**config.mk**
```make
export PLATFORM = sky130hd
export DESIGN_NAME = fifo_wr_arbiter
export DESIGN_NICKNAME = d
export VERILOG_FILES = /design/src/rtl/fifo_arb_pkg.sv /design/src/rtl/rr_picker.sv /design/src/rtl/fifo_wr_arbiter.sv
export SDC_FILE = /design/constraint.sdc
export NUM_CORES = 1
export LEC_CHECK = 0
export ABC_CLOCK_PERIOD_IN_PS = 2500
export BUFFER_PORTS_ARGS = -buffer_cell sky130_fd_sc_hd__buf_2
export CORE_MARGIN = 4
export CORE_UTILIZATION = 39
export DETAILED_ROUTE_END_ITERATION = 8
export GPL_TIMING_DRIVEN = 1
export PLACE_DENSITY = 0.81
export SETUP_SLACK_MARGIN = 0.02
export SYNTH_ARGS = -nofsm -noshare
export SYNTH_HDL_FRONTEND = slang
export SYNTH_SLANG_ARGS = --single-unit
```
**constraint.sdc**
```tcl
create_clock -name clk -period 2.5 [get_ports clk]
set_clock_uncertainty 0.2 [all_clocks]
set_input_delay 0.5 -clock clk [delete_from_list [all_inputs] [get_ports clk]]
set_output_delay 0.5 -clock clk [all_outputs]
set_load 0.01 [all_outputs]
```
**src/rtl/fifo_arb_pkg.sv**
```systemverilog
// Shared types and helpers for the FIFO write-port arbiter.
package fifo_arb_pkg;

    // Arbiter FSM states.
    typedef enum logic {
        IDLE  = 1'b0,
        BURST = 1'b1
    } state_t;

    // Default word geometry: four bytes per 32-bit FIFO word.
    localparam int DEF_BEATS   = 4;
    localparam int DEF_NUM_REQ = 4;

    // Widest request vector the round-robin helper handles.
    localparam int RR_MAX = 32;

    // Round-robin search. Returns the first set bit of req, searching upward
    // from (last+1) mod n with wrap. Returns last when no bit is set.
    function automatic int rr_next(input int last, input logic [RR_MAX-1:0] req, input int n);
        int  idx;
        int  pick;
        bit  found;
        pick  = last;
        found = 1'b0;
        for (int k = 1; k <= RR_MAX; k++) begin
            if (k <= n) begin
                idx = (last + k) % n;
                if (!found && req[idx]) begin
                    pick  = idx;
                    found = 1'b1;
                end
            end
        end
        return pick;
    endfunction

endpackage

```
**src/rtl/rr_picker.sv**
```systemverilog
// Combinational round-robin selector over the producer request vector.
module rr_picker
    import fifo_arb_pkg::*;
#(
    parameter int NUM_REQ   = DEF_NUM_REQ,
    parameter int GNT_WIDTH = $clog2(NUM_REQ)
) (
    input  logic [NUM_REQ-1:0]   req,
    input  logic [GNT_WIDTH-1:0] last_gnt,
    output logic [GNT_WIDTH-1:0] pick,
    output logic                 any_req
);

    logic [RR_MAX-1:0] req_ext;

    // Widen the request vector to the helper's fixed width, then search.
    always_comb begin
        req_ext = RR_MAX'(req);
        any_req = |req;
        pick    = GNT_WIDTH'(rr_next(int'(last_gnt), req_ext, NUM_REQ));
    end

endmodule

```
**src/rtl/fifo_wr_arbiter.sv**
```systemverilog
// Round-robin arbiter sharing the FIFO's byte write port between producers.
// A grant is held for a whole word so FIFO words are never interleaved.
//
// Handshake: a producer byte transfers in a cycle where req_valid[i] and
// req_ready[i] are both high at the rising edge. req_ready[i] never depends
// on req_valid[i]; a producer must hold req_valid and its byte stable until
// the transfer happens. On the FIFO side fifo_wr_en is the write strobe and
// is only raised when fifo_full is low.
module fifo_wr_arbiter
    import fifo_arb_pkg::*;
#(
    parameter int NUM_REQ    = DEF_NUM_REQ,
    parameter int DATA_WIDTH = 8,
    parameter int BEATS      = DEF_BEATS,
    parameter int GNT_WIDTH  = $clog2(NUM_REQ)
) (
    input  logic                          clk,
    input  logic                          rst_n,
    input  logic [NUM_REQ-1:0]            req_valid,
    input  logic [NUM_REQ*DATA_WIDTH-1:0] req_data,
    output logic [NUM_REQ-1:0]            req_ready,
    output logic [DATA_WIDTH-1:0]         fifo_w_data,
    output logic                          fifo_wr_en,
    input  logic                          fifo_full,
    output logic                          gnt_valid,
    output logic [GNT_WIDTH-1:0]          gnt_id,
    output logic                          word_done,
    output state_t                        dbg_state,
    output logic [((BEATS > 1) ? $clog2(BEATS) : 1)-1:0] dbg_beat_cnt
);

    localparam int BCW = (BEATS > 1) ? $clog2(BEATS) : 1;

    state_t                 state;
    logic [BCW-1:0]         beat_cnt;
    logic [GNT_WIDTH-1:0]   gnt_id_q;
    logic [GNT_WIDTH-1:0]   last_gnt;
    logic [GNT_WIDTH-1:0]   pick;
    logic                   any_req;
    logic                   accept;
    logic                   last_beat;

    rr_picker #(
        .NUM_REQ   (NUM_REQ),
        .GNT_WIDTH (GNT_WIDTH)
    ) u_picker (
        .req      (req_valid),
        .last_gnt (last_gnt),
        .pick     (pick),
        .any_req  (any_req)
    );

    // Byte transfer and end-of-word detection for the owning producer.
    always_comb begin
        accept    = (state == BURST) && req_valid[gnt_id_q] && !fifo_full;
        last_beat = (beat_cnt == BCW'(BEATS - 1));
        word_done = accept && last_beat;
        fifo_wr_en = accept;
        gnt_valid  = (state == BURST);
    end

    // Route the owner's byte and ready; everything is quiet in IDLE.
    always_comb begin
        req_ready   = '0;
        fifo_w_data = '0;
        if (state == BURST) begin
            req_ready[gnt_id_q] = !fifo_full;
            fifo_w_data         = req_data[int'(gnt_id_q)*DATA_WIDTH +: DATA_WIDTH];
        end
    end

    // Arbitration FSM: grant in IDLE, count beats in BURST, rotate priority on word end.
    always_ff @(posedge clk or negedge rst_n) begin
        if (!rst_n) begin
            state    <= IDLE;
            beat_cnt <= '0;
            gnt_id_q <= '0;
            last_gnt <= GNT_WIDTH'(NUM_REQ - 1);
        end else begin
            case (state)
                IDLE: begin
                    if (any_req) begin
                        gnt_id_q <= pick;
                        beat_cnt <= '0;
                        state    <= BURST;
                    end
                end
                BURST: begin
                    if (accept) begin
                        if (last_beat) begin
                            beat_cnt <= '0;
                            last_gnt <= gnt_id_q;
                            state    <= IDLE;
                        end else begin
                            beat_cnt <= beat_cnt + BCW'(1);
                        end
                    end
                end
                default: state <= IDLE;
            endcase
        end
    end

    assign gnt_id       = gnt_id_q;
    assign dbg_state    = state;
    assign dbg_beat_cnt = beat_cnt;

endmodule

```
==> results.toml <==
[detailed_routing]
final_antenna_net_count = 0
drcViolationCount = 0
totalWireLength_um = 2230
wl_per_cell_um = 14.0
firstDrtPassIters = 4
drt_iter0_markers = 11
vias_per_cell = 5.21
dr_total_vias = 828

[pwr]
switchingPower_mw = 0.464
total_leakage_power_nw = 0.584
swShare_pct = 41.7
power.internal_mw = 0.650
peakVddDrop_mv = 0.431
combPwrFrac_pct = 66.6
clkPwrFrac_pct = 9.6
seq_power_share_pct = 23.8
power.density_nw_per_um2 = 999

[layout]
drive_gt1_share_pct = 59.0
antenna-diode-count = 0
syn2layout_area_growth_pct = 47.8
final_util_pct = 62.5
nNetsFinal = 175
stdcell_count = 159

[timing]
slew_headroom_pct = 76.9
period_needed_ns = 2.37
tightestPinTransition_ns = 0.346
timing.fmax_mhz = 422
tns_ns = 0
setup_viol = 0
rsz0062_at_grt = "no"
slew_viol_final = 0
hold_viol = 0
fin_crit_sh_pct = 94.8

[cts]
cts.sinks = 7
clock_latency_ns = 0.26
cts_buffer_depth = 2
path_clk_slew_ns = 0.06
cts_tree = "built"
cts-root-buf = "clkbuf_4"
cts_inserted_buffers = 3
htreeDepth = 1

[worst_setup_path]
cpMaxStageDelayCell = "mux4_2"
startpoint = "gnt_id[0]"
rrSetupSlack_ns = 0.75
crit_type = "flop to output port"
crit_chain = "buf_4 > mux4_2 > and2_1 > buf_2"
reg2reg_from = "gnt_id[0]"
max_stage_delay_ns = 0.50
reg2reg_depth = 3
crit_family = "multiplexers"
cp-endpoint = "fifo_w_data[2]"
cp.depth = 4
worstPathRequired_ns = 1.80
worst-path-max-fanout = 9
cp.arrival_ns = 1.67
timing.rr.end = "last_gnt[1]"
path_buf_inv = 2
start_kind = "flop"
cp-end-kind = "output port"

[synthesis]
synthMuxAreaShare_pct = 32.8
synth-compound-area-share_pct = 9.45
syn-cell-area_um2 = 754
synth_xor_area_share_pct = 0
synthesis.nets = 112
postSynthCellCount = 72
synthAdderAreaFrac_pct = 1.66
ys.flop_type = "dfrtp_1"
ys_top_cells_by_area = "dfrtp_1 17%, mux4_2 15%, mux4_1 14%"
syn_area_per_cell_um2 = 10.5
seq_area_frac_synth_pct = 23.5
ys_seq_elements = 7
synth_top_area_cell = "dfrtp_1"
synth.top_cell.area_share_pct = 16.6
ys_types = 30
yosysWarnings = 0
yosys.area_share.simple_pct = 27.4
synth_edf_count = 0
synth_common_cells = "8 x and2_1, 8 x nand2_1, 5 x dfrtp_1, 5 x mux4_2"
synthArstFlopShare_pct = 100
synth_top_family_by_area = "multiplexers"

[placement]
dp_hpwl_um = 1820
place_inst = 152
port_buffers = 58
gp_congestion = 0.679

[floorplan]
start_util_pct = 42.3
die_height_um = 52.0
num_io_pins = 59
die_x_um = 52.0
core_um2 = 1780
placementRows = 15
die_area_um2 = 2700

[grt]
grt_max_degree = 17
antenna_found_initial = 0
grt_pass1_wl_um = 3460
grt_pass1_vias = 765
overflow = 0
track_usage_pct = 17.3

[run]
cap_violations = 0

[min_path]
min_path_cells = 1
hold_class = "flop to flop"

[run_status]
run_status = "finished, final reports clean"
[layer usage]
metal	global-route usage, %	vias to the layer above	share of wire, %
met4	6.99	0	1.0
met1	18.6	384	37
li1	-	398	-
met3	5.44	2	13
met2	31.0	44	49
met5	0	-	0
[sequential cells by signal, summed over array words and instances (netlist names)]
signal        flops
dbg_state         1
dbg_beat_cnt      2
gnt_id            2
last_gnt          2
[worst min-delay path by stage]
stage	startpoint	to	slack, ns
2_1_floorplan	rst_n	dbg_beat_cnt[0]	0.004
3_3_place_gp	rst_n	dbg_beat_cnt[1]	0.14
3_5_place_dp	rst_n	dbg_beat_cnt[1]	0.14
4_1_cts	dbg_beat_cnt[0]	dbg_beat_cnt[0]	0.32
5_1_grt	dbg_beat_cnt[0]	dbg_beat_cnt[0]	0.34
6_report	dbg_beat_cnt[0]	dbg_beat_cnt[0]	0.32
[what timing repair did]
item                                   in CTS  in global routing
resized for setup                           1                  1
hold buffers                                1                  0
buffers inserted                            0                  2
pin swaps                                   0                  0
endpoints found under the hold margin       5                  0
setup endpoints to repair                   4                  6
[cell families (layout without fill, tap and decap cells)]
group,Yosys count,after routing
and+or+nand+nor,35,35
AOI/OAI and AO/OA,11,11
muxes,11,11
DFF,7,7
buffers and inverters,7,69
adders and majority gates,1,1
[layout make-up]
| cell class | instances | area [um^2] |
|---|---|---|
| clock buffers | 3 | 22.5 |
| multi-input cells | 58 | 538 |
| repair buffers | 63 | 330 |
| well taps | 25 | 31.3 |
| flip-flops and latches | 7 | 180 |
| inverters | 2 | 7.51 |
| clock inverters | 1 | 5.00 |
| fillers | 146 | 668 |
[placed cells by master (no fill, tap or decap), drive strengths merged, types with 3 or more instances in the layout]
| cell | instances |
|---|---|
| nand3 | 3 |
| nor2b | 3 |
| o21ai | 4 |
| dfrtp | 5 |
| clkbuf | 3 |
| nand2 | 8 |
| and2 | 8 |
| mux4 | 9 |
| buf | 62 |
| nor2 | 4 |
[power groups by stage]
stage               Sequential (mW)  Clock (mW)  Combinational (mW)
finish                        0.265       0.107               0.741
CTS                           0.273       0.110               0.718
global placement              0.269           0               0.704
detailed placement            0.273           0               0.715
global route                  0.278       0.119               0.813
floorplan                     0.248           0               0.514
[metrics by stage]
stage | power [mW] | hold WS, ns | setup slack (ns) | area [um^2]
finish | 1.11 | 0.316 | 0.129 | 1110
global placement | 0.973 | 0.136 | 0.272 | 1060
global route | 1.21 | 0.345 | 0.0459 | 1110
CTS | 1.10 | 0.315 | 0.0442 | 1100
detailed placement | 0.988 | 0.138 | 0.230 | 1060
floorplan | 0.762 | 0.00441 | 0.373 | 754
(Power assumes the default switching activity.)
